## src/rtl/opb_register_ppc2simulink_hs_pkg.sv

```systemverilog
// Shared constants for the PPC-to-Simulink OPB register: word offsets, STATUS bits,
// ack FSM states and the byte-lane merge helper.
package opb_reg_pkg;

  localparam logic [2:0] OFF_DATA    = 3'd0;
  localparam logic [2:0] OFF_STATUS  = 3'd1;
  localparam logic [2:0] OFF_WRCOUNT = 3'd2;

  localparam int STAT_PENDING_BIT = 31;
  localparam int STAT_OVERRUN_BIT = 30;

  typedef enum logic [1:0] {
    ACK_IDLE = 2'd0,
    ACK_ACK  = 2'd1,
    ACK_HOLD = 2'd2
  } ack_state_e;

  // be[3] is the OPB BE[0] lane, which carries the most significant byte.
  function automatic logic [31:0] be_merge(input logic [31:0] old_w,
                                           input logic [31:0] new_w,
                                           input logic [3:0]  be);
    be_merge = old_w;
    for (int b = 0; b < 4; b++) begin
      if (be[b]) be_merge[8*b +: 8] = new_w[8*b +: 8];
    end
  endfunction

endpackage

```

## src/rtl/opb_register_ppc2simulink_hs_if.sv

```systemverilog
// OPB slave-side bus bundle for the PPC-to-Simulink register; keeps OPB big-endian bit order.
interface opb_register_ppc2simulink_hs_if #(
  parameter int AW = 32,
  parameter int DW = 32
);
  logic [0:AW-1]   OPB_ABus;
  logic [0:DW/8-1] OPB_BE;
  logic [0:DW-1]   OPB_DBus;
  logic            OPB_RNW;
  logic            OPB_select;
  logic            OPB_seqAddr;
  logic [0:DW-1]   Sl_DBus;
  logic            Sl_errAck;
  logic            Sl_retry;
  logic            Sl_toutSup;
  logic            Sl_xferAck;

  modport master (
    output OPB_ABus, OPB_BE, OPB_DBus, OPB_RNW, OPB_select, OPB_seqAddr,
    input  Sl_DBus, Sl_errAck, Sl_retry, Sl_toutSup, Sl_xferAck
  );

  modport slave (
    input  OPB_ABus, OPB_BE, OPB_DBus, OPB_RNW, OPB_select, OPB_seqAddr,
    output Sl_DBus, Sl_errAck, Sl_retry, Sl_toutSup, Sl_xferAck
  );
endinterface

```

## src/rtl/opb_register_ppc2simulink_hs_ack.sv

```systemverilog
// Address decode and IDLE/ACK/HOLD acknowledge FSM: one registered xferAck per select assertion.
module opb_slave_ack
  import opb_reg_pkg::*;
#(
  parameter int                      C_OPB_AWIDTH = 32,
  parameter logic [C_OPB_AWIDTH-1:0] C_BASEADDR   = '0,
  parameter logic [C_OPB_AWIDTH-1:0] C_HIGHADDR   = 'hFF
) (
  input  logic                  clk_i,
  input  logic                  rst_n_i,
  input  logic                  select_i,
  input  logic                  rnw_i,
  input  logic [0:C_OPB_AWIDTH-1] abus_i,
  output logic                  xfer_ack_o,
  output logic                  rd_ack_o,
  output logic                  commit_o,
  output logic [2:0]            word_off_o
);

  ack_state_e              state_q;
  logic                    ack_q;
  logic                    rnw_q;
  logic [2:0]              off_q;
  logic [C_OPB_AWIDTH:0]   lo_diff;
  logic [C_OPB_AWIDTH:0]   hi_diff;
  logic                    hit;

  // Window test via borrow bits so a zero base does not fold into a constant compare.
  assign lo_diff = {1'b0, abus_i} - {1'b0, C_BASEADDR};
  assign hi_diff = {1'b0, C_HIGHADDR} - {1'b0, abus_i};
  assign hit     = select_i && !lo_diff[C_OPB_AWIDTH] && !hi_diff[C_OPB_AWIDTH];

  always_ff @(posedge clk_i or negedge rst_n_i) begin
    if (!rst_n_i) begin
      state_q <= ACK_IDLE;
      ack_q   <= 1'b0;
      rnw_q   <= 1'b1;
      off_q   <= '0;
    end else begin
      case (state_q)
        ACK_IDLE: begin
          ack_q <= 1'b0;
          if (hit) begin
            state_q <= ACK_ACK;
            ack_q   <= 1'b1;
            rnw_q   <= rnw_i;
            off_q   <= abus_i[C_OPB_AWIDTH-5:C_OPB_AWIDTH-3];
          end
        end
        ACK_ACK: begin
          ack_q   <= 1'b0;
          state_q <= select_i ? ACK_HOLD : ACK_IDLE;
        end
        ACK_HOLD: begin
          ack_q <= 1'b0;
          if (!select_i) state_q <= ACK_IDLE;
        end
        default: begin
          ack_q   <= 1'b0;
          state_q <= ACK_IDLE;
        end
      endcase
    end
  end

  assign xfer_ack_o = ack_q;
  assign rd_ack_o   = ack_q && rnw_q;
  assign commit_o   = ack_q && !rnw_q;
  assign word_off_o = off_q;

endmodule

```

## src/rtl/opb_register_ppc2simulink_hs.sv

```systemverilog
// OPB slave register carrying PPC data to user fabric with a pending/ack handshake.
// Optional macro OPB_REG_WRCOUNT_EN adds a read-only DATA-write counter at offset 0x08.
module opb_register_ppc2simulink_hs
  import opb_reg_pkg::*;
#(
  parameter logic [31:0] C_BASEADDR   = 32'h00000000,
  parameter logic [31:0] C_HIGHADDR   = 32'h000000FF,
  parameter int          C_OPB_AWIDTH = 32,
  parameter int          C_OPB_DWIDTH = 32,
  parameter logic [31:0] C_DEFAULT    = 32'h00000000
) (
  input  logic                           OPB_Clk,
  input  logic                           OPB_Rst,
  opb_register_ppc2simulink_hs_if.slave  bus,
  output logic [31:0]                    user_data_out,
  output logic                           user_data_valid,
  output logic                           user_pending,
  input  logic                           user_ack
);

  logic                    commit;
  logic                    rd_ack;
  logic [2:0]              word_off;
  logic [C_OPB_DWIDTH-1:0] wdata;
  logic [3:0]              be;
  logic                    data_commit;
  logic                    stat_clr;
  logic [31:0]             data_q, data_d;
  logic                    pending_q, pending_d;
  logic                    overrun_q, overrun_d;
  logic                    valid_q, valid_d;
  logic [31:0]             rdata;
  logic                    unused_seqaddr;
`ifdef OPB_REG_WRCOUNT_EN
  logic [31:0]             wrcount_q, wrcount_d;
`endif

  opb_slave_ack #(
    .C_OPB_AWIDTH (C_OPB_AWIDTH),
    .C_BASEADDR   (C_BASEADDR),
    .C_HIGHADDR   (C_HIGHADDR)
  ) u_ack (
    .clk_i      (OPB_Clk),
    .rst_n_i    (OPB_Rst),
    .select_i   (bus.OPB_select),
    .rnw_i      (bus.OPB_RNW),
    .abus_i     (bus.OPB_ABus),
    .xfer_ack_o (bus.Sl_xferAck),
    .rd_ack_o   (rd_ack),
    .commit_o   (commit),
    .word_off_o (word_off)
  );

  // Plain vector assignment maps OPB bit 0 onto bit 31 and BE[0] onto be[3].
  assign wdata          = bus.OPB_DBus;
  assign be             = bus.OPB_BE;
  assign unused_seqaddr = bus.OPB_seqAddr;

  assign data_commit = commit && (word_off == OFF_DATA);
  assign stat_clr    = commit && (word_off == OFF_STATUS) && be[3] && wdata[STAT_OVERRUN_BIT];

  always_comb begin
    data_d    = data_commit ? be_merge(data_q, wdata, be) : data_q;
    valid_d   = data_commit;
    pending_d = pending_q;
    overrun_d = overrun_q;
    if (data_commit)   pending_d = 1'b1;
    else if (user_ack) pending_d = 1'b0;
    // A same-cycle ack means the user saw the old value, so it is not an overrun.
    if (data_commit && pending_q && !user_ack) overrun_d = 1'b1;
    else if (stat_clr)                         overrun_d = 1'b0;
  end

`ifdef OPB_REG_WRCOUNT_EN
  assign wrcount_d = data_commit ? wrcount_q + 32'd1 : wrcount_q;
`endif

  always_ff @(posedge OPB_Clk or negedge OPB_Rst) begin
    if (!OPB_Rst) begin
      data_q    <= C_DEFAULT;
      pending_q <= 1'b0;
      overrun_q <= 1'b0;
      valid_q   <= 1'b0;
`ifdef OPB_REG_WRCOUNT_EN
      wrcount_q <= '0;
`endif
    end else begin
      data_q    <= data_d;
      pending_q <= pending_d;
      overrun_q <= overrun_d;
      valid_q   <= valid_d;
`ifdef OPB_REG_WRCOUNT_EN
      wrcount_q <= wrcount_d;
`endif
    end
  end

  always_comb begin
    rdata = '0;
    case (word_off)
      OFF_DATA:   rdata = data_q;
      OFF_STATUS: begin
        rdata[STAT_PENDING_BIT] = pending_q;
        rdata[STAT_OVERRUN_BIT] = overrun_q;
      end
`ifdef OPB_REG_WRCOUNT_EN
      OFF_WRCOUNT: rdata = wrcount_q;
`else
      OFF_WRCOUNT: rdata = '0;
`endif
      default:    rdata = '0;
    endcase
  end

  assign bus.Sl_DBus    = rd_ack ? rdata : '0;
  assign bus.Sl_errAck  = 1'b0;
  assign bus.Sl_retry   = 1'b0;
  assign bus.Sl_toutSup = 1'b0;

  assign user_data_out   = data_q;
  assign user_data_valid = valid_q;
  assign user_pending    = pending_q;

endmodule

```

## src/flat_wrapper.sv

```systemverilog
// flat-port wrapper written by rule: the top's interface ports become plain ports
module opb_register_ppc2simulink_hs_flat import opb_reg_pkg::*;
#(
  parameter logic [31:0] C_BASEADDR   = 32'h00000000,
  parameter logic [31:0] C_HIGHADDR   = 32'h000000FF,
  parameter int          C_OPB_AWIDTH = 32,
  parameter int          C_OPB_DWIDTH = 32,
  parameter logic [31:0] C_DEFAULT    = 32'h00000000
)
  (OPB_Clk, OPB_Rst, user_data_out, user_data_valid, user_pending, user_ack, bus_OPB_ABus, bus_OPB_BE, bus_OPB_DBus, bus_OPB_RNW, bus_OPB_select, bus_OPB_seqAddr, bus_Sl_DBus, bus_Sl_errAck, bus_Sl_retry, bus_Sl_toutSup, bus_Sl_xferAck);
  opb_register_ppc2simulink_hs_if bus_i ();
  input  logic OPB_Clk;
  input  logic OPB_Rst;
  output logic [31:0] user_data_out;
  output logic user_data_valid;
  output logic user_pending;
  input  logic user_ack;
  input wire logic [$bits(bus_i.OPB_ABus)-1:0] bus_OPB_ABus;
  input wire logic [$bits(bus_i.OPB_BE)-1:0] bus_OPB_BE;
  input wire logic [$bits(bus_i.OPB_DBus)-1:0] bus_OPB_DBus;
  input wire logic [$bits(bus_i.OPB_RNW)-1:0] bus_OPB_RNW;
  input wire logic [$bits(bus_i.OPB_select)-1:0] bus_OPB_select;
  input wire logic [$bits(bus_i.OPB_seqAddr)-1:0] bus_OPB_seqAddr;
  output wire logic [$bits(bus_i.Sl_DBus)-1:0] bus_Sl_DBus;
  output wire logic [$bits(bus_i.Sl_errAck)-1:0] bus_Sl_errAck;
  output wire logic [$bits(bus_i.Sl_retry)-1:0] bus_Sl_retry;
  output wire logic [$bits(bus_i.Sl_toutSup)-1:0] bus_Sl_toutSup;
  output wire logic [$bits(bus_i.Sl_xferAck)-1:0] bus_Sl_xferAck;
  assign bus_i.OPB_ABus = bus_OPB_ABus;
  assign bus_i.OPB_BE = bus_OPB_BE;
  assign bus_i.OPB_DBus = bus_OPB_DBus;
  assign bus_i.OPB_RNW = bus_OPB_RNW;
  assign bus_i.OPB_select = bus_OPB_select;
  assign bus_i.OPB_seqAddr = bus_OPB_seqAddr;
  assign bus_Sl_DBus = bus_i.Sl_DBus;
  assign bus_Sl_errAck = bus_i.Sl_errAck;
  assign bus_Sl_retry = bus_i.Sl_retry;
  assign bus_Sl_toutSup = bus_i.Sl_toutSup;
  assign bus_Sl_xferAck = bus_i.Sl_xferAck;
  opb_register_ppc2simulink_hs #(.C_BASEADDR(C_BASEADDR), .C_HIGHADDR(C_HIGHADDR), .C_OPB_AWIDTH(C_OPB_AWIDTH), .C_OPB_DWIDTH(C_OPB_DWIDTH), .C_DEFAULT(C_DEFAULT)) u_core (.OPB_Clk(OPB_Clk), .OPB_Rst(OPB_Rst), .bus(bus_i), .user_data_out(user_data_out), .user_data_valid(user_data_valid), .user_pending(user_pending), .user_ack(user_ack));
endmodule
```

## config.mk

```make
export PLATFORM = sky130hd
export DESIGN_NAME = opb_register_ppc2simulink_hs_flat
export DESIGN_NICKNAME = d
export VERILOG_FILES = /design/src/rtl/opb_register_ppc2simulink_hs_pkg.sv /design/src/rtl/opb_register_ppc2simulink_hs_if.sv /design/src/rtl/opb_register_ppc2simulink_hs_ack.sv /design/src/rtl/opb_register_ppc2simulink_hs.sv /design/src/flat_wrapper.sv
export SDC_FILE = /design/constraint.sdc
export NUM_CORES = 1
export LEC_CHECK = 0
export CAP_MARGIN = 15
export CORE_MARGIN = 10
export CORE_UTILIZATION = 30
export DETAILED_ROUTE_END_ITERATION = 8
export PLACE_DENSITY = 0.72
export SYNTH_ARGS = -nofsm -noshare
export SYNTH_HDL_FRONTEND = slang
export SYNTH_HIERARCHICAL = 1
export SYNTH_SLANG_ARGS = --single-unit
```

## constraint.sdc

```tcl
create_clock -name OPB_Clk -period 1.9 [get_ports OPB_Clk]
set_clock_uncertainty 0.15 [all_clocks]
set_input_delay 0.19 -clock OPB_Clk [delete_from_list [all_inputs] [get_ports OPB_Clk]]
set_output_delay 0.19 -clock OPB_Clk [all_outputs]
set_load 0.02 [all_outputs]
```

## Word-level counts from Yosys, hierarchy flattened

Index checks and enable logic that the tools add are counted.

| word-level totals | value |
|---|---|
| flip-flop bits (word level) | 42 |
| input bits | 74 |
| output and inout bits | 70 |

| operators by class | value |
|---|---|
| add/sub/neg operators | 1 |
| eq/ne operators | 5 |
| multiplexer cells | 13 |
| reduce and logical (&&, ||, !) cells | 22 |

Operators with widths:

| operator | count |
|---|---|
| $sub A8 B32 Y33 const A | 1 |
| $mux W32 | 1 |
| $mux W30 | 1 |
| $reduce_and A2 Y1 | 6 |
| $logic_and A1 B1 Y1 | 9 |
| $mux W1 | 6 |
| $mux W2 | 3 |
| $pmux W2 S3 | 1 |
| $ne A2 B2 Y1 const B | 2 |
| $pmux W2 S2 | 1 |
| $reduce_bool A2 Y1 | 2 |
| $eq A3 B1 Y1 const B | 1 |
| $logic_not A1 Y1 | 3 |
| $logic_not A3 Y1 | 1 |
| $eq A2 B1 Y1 const B | 1 |
| $eq A2 B2 Y1 const B | 1 |
| $logic_not A2 Y1 | 1 |

## Logic depth before layout (Yosys ltp)

| logic depth | value |
|---|---|
| depth in word-level cells | 7 |
| depth in mapped cells | 4 |
| mapped depth without buffers | 4 |

## Modules after synthesis

The synthesis kept the hierarchy.

By module, submodules not included:

| module | times used | cells an instance | area an instance (um^2) | sequential area each (um^2) |
|---|---|---|---|---|
| opb_register_ppc2simulink_hs | 1 | 122 | 1,607.8 | 875.8 |
| opb_slave_ack | 1 | 26 | 347.8 | 176.4 |

## Worst setup path before layout

OpenSTA, ideal clock, no wires.

| timing | value |
|---|---|
| path kind | reg-to-output |
| from | register u_core.u_ack.rnw_q |
| to | output port bus_Sl_DBus[0] |
| arrival | 1.453 ns |
| required time | 1.560 ns |
| path slack | 0.107 ns |
| cell stages (with the launch flop) | 5 |
| buffers on the path | 1 |
| cells stage by stage | dfstp_2 and2_1 nor4b_1 clkbuf_1 and2_1 |

| on the way | value |
|---|---|
| cells in the longest elaborated chain, start to end | 2 |

Ends and longest elaborated chain:

| element | line | text |
|---|---|---|
| start, declared | opb_register_ppc2simulink_hs_ack.sv:22 | `logic rnw_q;` |
| start signal, assigned | opb_register_ppc2simulink_hs_ack.sv:46 | `rnw_q <= rnw_i;` |
| $logic_and A1 B1 Y1 | opb_register_ppc2simulink_hs_ack.sv:67 | `assign rd_ack_o = ack_q && rnw_q;` |
| net u_core.rd_ack | opb_register_ppc2simulink_hs.sv:22 | `logic rd_ack;` |
| $mux W32 | opb_register_ppc2simulink_hs.sv:115 | `assign bus.Sl_DBus = rd_ack ? rdata : '0;` |
| end, declared | flat_wrapper.sv:24 | `output wire logic [$bits(bus_i.Sl_DBus)-1:0] bus_Sl_DBus;` |

The timed path passes the listed nets, and every way through them passes these cells.

## Worst setup path in the final report

| timing | value |
|---|---|
| from | register u_core.u_ack.rnw_q |
| to | output port bus_Sl_DBus[23] |

The elaborated chain is that of the path after synthesis.

==> impl_metrics.toml <==
[place]
place_congestion = 0.712
detailed_place_hpwl_um = 5040
port_buffers = 134
dp.cells = 365
place_area_um2 = 3440

[routing]
drc_errors = 0
drt_iter0_markers = 17
final_antenna_net_count = 0
wl_um = 6340
via_count = 1699
routed_via_density = 4.49
dr.pass1.iters = 4
wire_per_inst_um = 16.8

[synth]
synth-seq-cells = 42
syn_area_um2 = 1960
synth_cells = 148
synth-seq-area-share = 0.538
syn_area_per_cell_um2 = 13.2
yosysWarnings = 6
ys_types = 29

[critical_path]
ff2ff_path_depth = 6
start_kind = "flop"
worstPathRequired_ps = 1560
crit_path_cell_trace = "and2_4, nor4b_4, buf_6, clkbuf_16, and2_1, buf_6"
crit_path_end_kind = "primary output"
slowest_delay_ps = 540
path_common_cell = "buf_6"
path_class = "flop to primary output"
slowest_stage = "dfstp_2"
crit_fanout = 5
crit_arrival_ps = 1770

[flow_run]
maxCapViolCount = 0

[sta]
hold_violations = 0
fin_tns_setup_ps = -4440
final-max-slew-violation-count = 0
hold_ws_ps = 211
fin_crit_sh = 1.11
finalSetupViolCount = 32
min_period_ps = 2110
rsz0062_at_grt = "true"
fmax_mhz = 474
layout_setup_ws_ps = -212

[cells_and_area]
num-nets-final = 374
fin_area_um2 = 3730
instances_no_fill = 378
drive_gt1_frac = 0.402
area_delta_synth_final_pct = 90.7
diodes = 0

[clocking]
path_clk_slew_ps = 80
clockBufferDepth = 2
cts_inserted_buffers = 5
cts_root_buf = "clkbuf_8"
clock_sinks = 42
worst_skew_pair.late_latency_ps = 280
h-tree-depth = 2
cts_tree = "built"

[floorplan]
num_rows = 29
fp.dieH_um = 101
die_w_um = 101
io_pins = 144
start_util = 0.308
fp.dieArea_um2 = 10100
core_area_um2 = 6350

[power_and_ir_drop]
power_mw = 1.63
power_density_nw_per_um2 = 438
ir_drop_v = 0.000273
p_leak_nw = 1.71

[global_route]
grt_antenna_before_repair = 0
grt_pass1_wl_um = 9580
grt_usage = 0.117
grt.overflow.total = 0
grt_pass1_vias = 1855
grt_max_degree = 20

[hold_path]
min_path_type = "input pin to asynchronous set/reset pin"

[outcome]
violations = "negative setup slack"
status = "complete, but fails checks"
placed cells by master, fill, tap and decap left out, types with 2 or more instances in the layout:
cell type | Yosys | final
buf_6 | 1 | 36
nand2_2 | 4 | 3
conb_1 | 1 | 3
mux2i_1 | 2 | 2
and2_1 | 32 | 13
dfrtp_1 | 41 | 41
clkdlybuf4s50_1 | 0 | 101
nor2_4 | 1 | 3
nand2b_1 | 3 | 3
mux2_2 | 30 | 30
mux2_4 | 4 | 4
clkbuf_8 | 0 | 6
buf_4 | 3 | 9
and2_4 | 0 | 19
nor4_1 | 4 | 4
nor4b_4 | 1 | 2
mux2_1 | 2 | 2
final timing paths:
| kind | end | slack, ps | from |
|---|---|---|---|
| setup / recovery | bus_Sl_DBus[23] | -210 | u_core/u_ack/rnw_q |
| hold / removal | u_core/user_data_out[10] | 210 | OPB_Rst |
| setup reg to reg | u_core/user_data_out[26] | 100 | u_core/u_ack/rnw_q |
| hold reg to reg | u_core/overrun_q | 380 | u_core/overrun_q |
| max in group asynchronous | u_core/user_data_out[29] | 890 | OPB_Rst |
| min in group OPB_Clk | u_core/u_ack/state_q[1] | 340 | bus_OPB_select |
sequential cells by signal, indices dropped and copies added, names as in the netlist:
register / cells
u_core/user_pending: 1
u_core/user_data_out: 32
u_core/user_data_valid: 1
u_core/overrun_q: 1
u_core/u_ack/rnw_q: 1
u_core/u_ack/word_off_o: 3
u_core/u_ack/state_q: 2
u_core/u_ack/xfer_ack_o: 1
routing by layer:
| metal | track usage | up-vias | wire length [um] |
|---|---|---|---|
| li1 | - | 806 | - |
| met2 | 0.202 | 72 | 3220 |
| met5 | 0 | - | 0 |
| met4 | 0.0293 | 0 | 51 |
| met1 | 0.129 | 819 | 2440 |
| met3 | 0.0508 | 2 | 622 |
cells in the mapped netlist:
master,number,area share
buf_4,3,0.012
and2_1,32,0.10
mux2_2,30,0.17
mux2_1,2,0.012
nor4_1,4,0.013
nor4b_4,1,0.012
dfstp_2,1,0.013
mux2i_1,2,0.010
conb_1,1,0.0019
nor2_1,3,0.0058
nand2b_1,3,0.0096
nor3_1,1,0.0026
buf_6,1,0.0058
nand4b_1,1,0.0045
nor4_2,1,0.0064
nand3_1,1,0.0026
o21ai_0,1,0.0026
nor4b_1,1,0.0045
nor4b_2,1,0.0077
dfrtp_1,41,0.52
or3b_2,1,0.0045
o41ai_1,1,0.0045
nor2b_1,1,0.0032
mux2_4,4,0.031
xor2_1,1,0.0045
clkbuf_1,3,0.0058
nand4_1,1,0.0032
nor2_4,1,0.0058
nand2_2,4,0.013
cells by family after synthesis:
kind of cell           count (synthesis)  synth area share
multiplexers                          38             0.225
AO/OA/AOI/OAI                          2           0.00704
AND/OR/NAND/NOR                       57             0.200
XOR/XNOR                               1           0.00448
buffers and inverters                  7            0.0230
other                                  1           0.00192
flip-flops                            42             0.538
what timing repair did:
| action | in CTS | in global routing |
|---|---|---|
| setup endpoints to repair | 32 | 37 |
| cloned | 2 | 1 |
| hold buffers | 1 | 0 |
| hold endpoints to repair | 16 | 0 |
| pin swaps | 9 | 6 |
| resized for setup | 217 | 11 |
| buffers inserted | 2 | 0 |
metrics by stage:
stage	setup WS, ps	util
CTS	-206	0.578
detailed placement	-373	0.542
finish	-212	0.587
global route	-301	0.587
global placement	-322	0.542
floorplan	107	-
critical path: cells and delay by family (launching register included):
| kind | cells | cell delay, ps |
|---|---|---|
| buffers and inverters | 3 | 440 |
| AND/OR/NAND/NOR | 3 | 510 |
| flip-flops | 1 | 540 |
where the power goes:
| group | internal, mW | switching, mW | leakage, nW |
|---|---|---|---|
| clock network | 0.293 | 0.274 | 0.0482 |
| logic | 0.127 | 0.0439 | 1.08 |
| registers | 0.893 | 0.000000663 | 0.583 |
layout make-up:
type / count / area, um^2
Clock buffer: 7 / 86.3
Fill cell: 553 / 2620
Multi-Input combinational cell: 101 / 951
Timing Repair Buffer: 150 / 1540
Tap cell: 77 / 96.3
Sequential cell: 42 / 1050
Clock inverter: 1 / 5.00
Power figures use the tool's default switching activity.
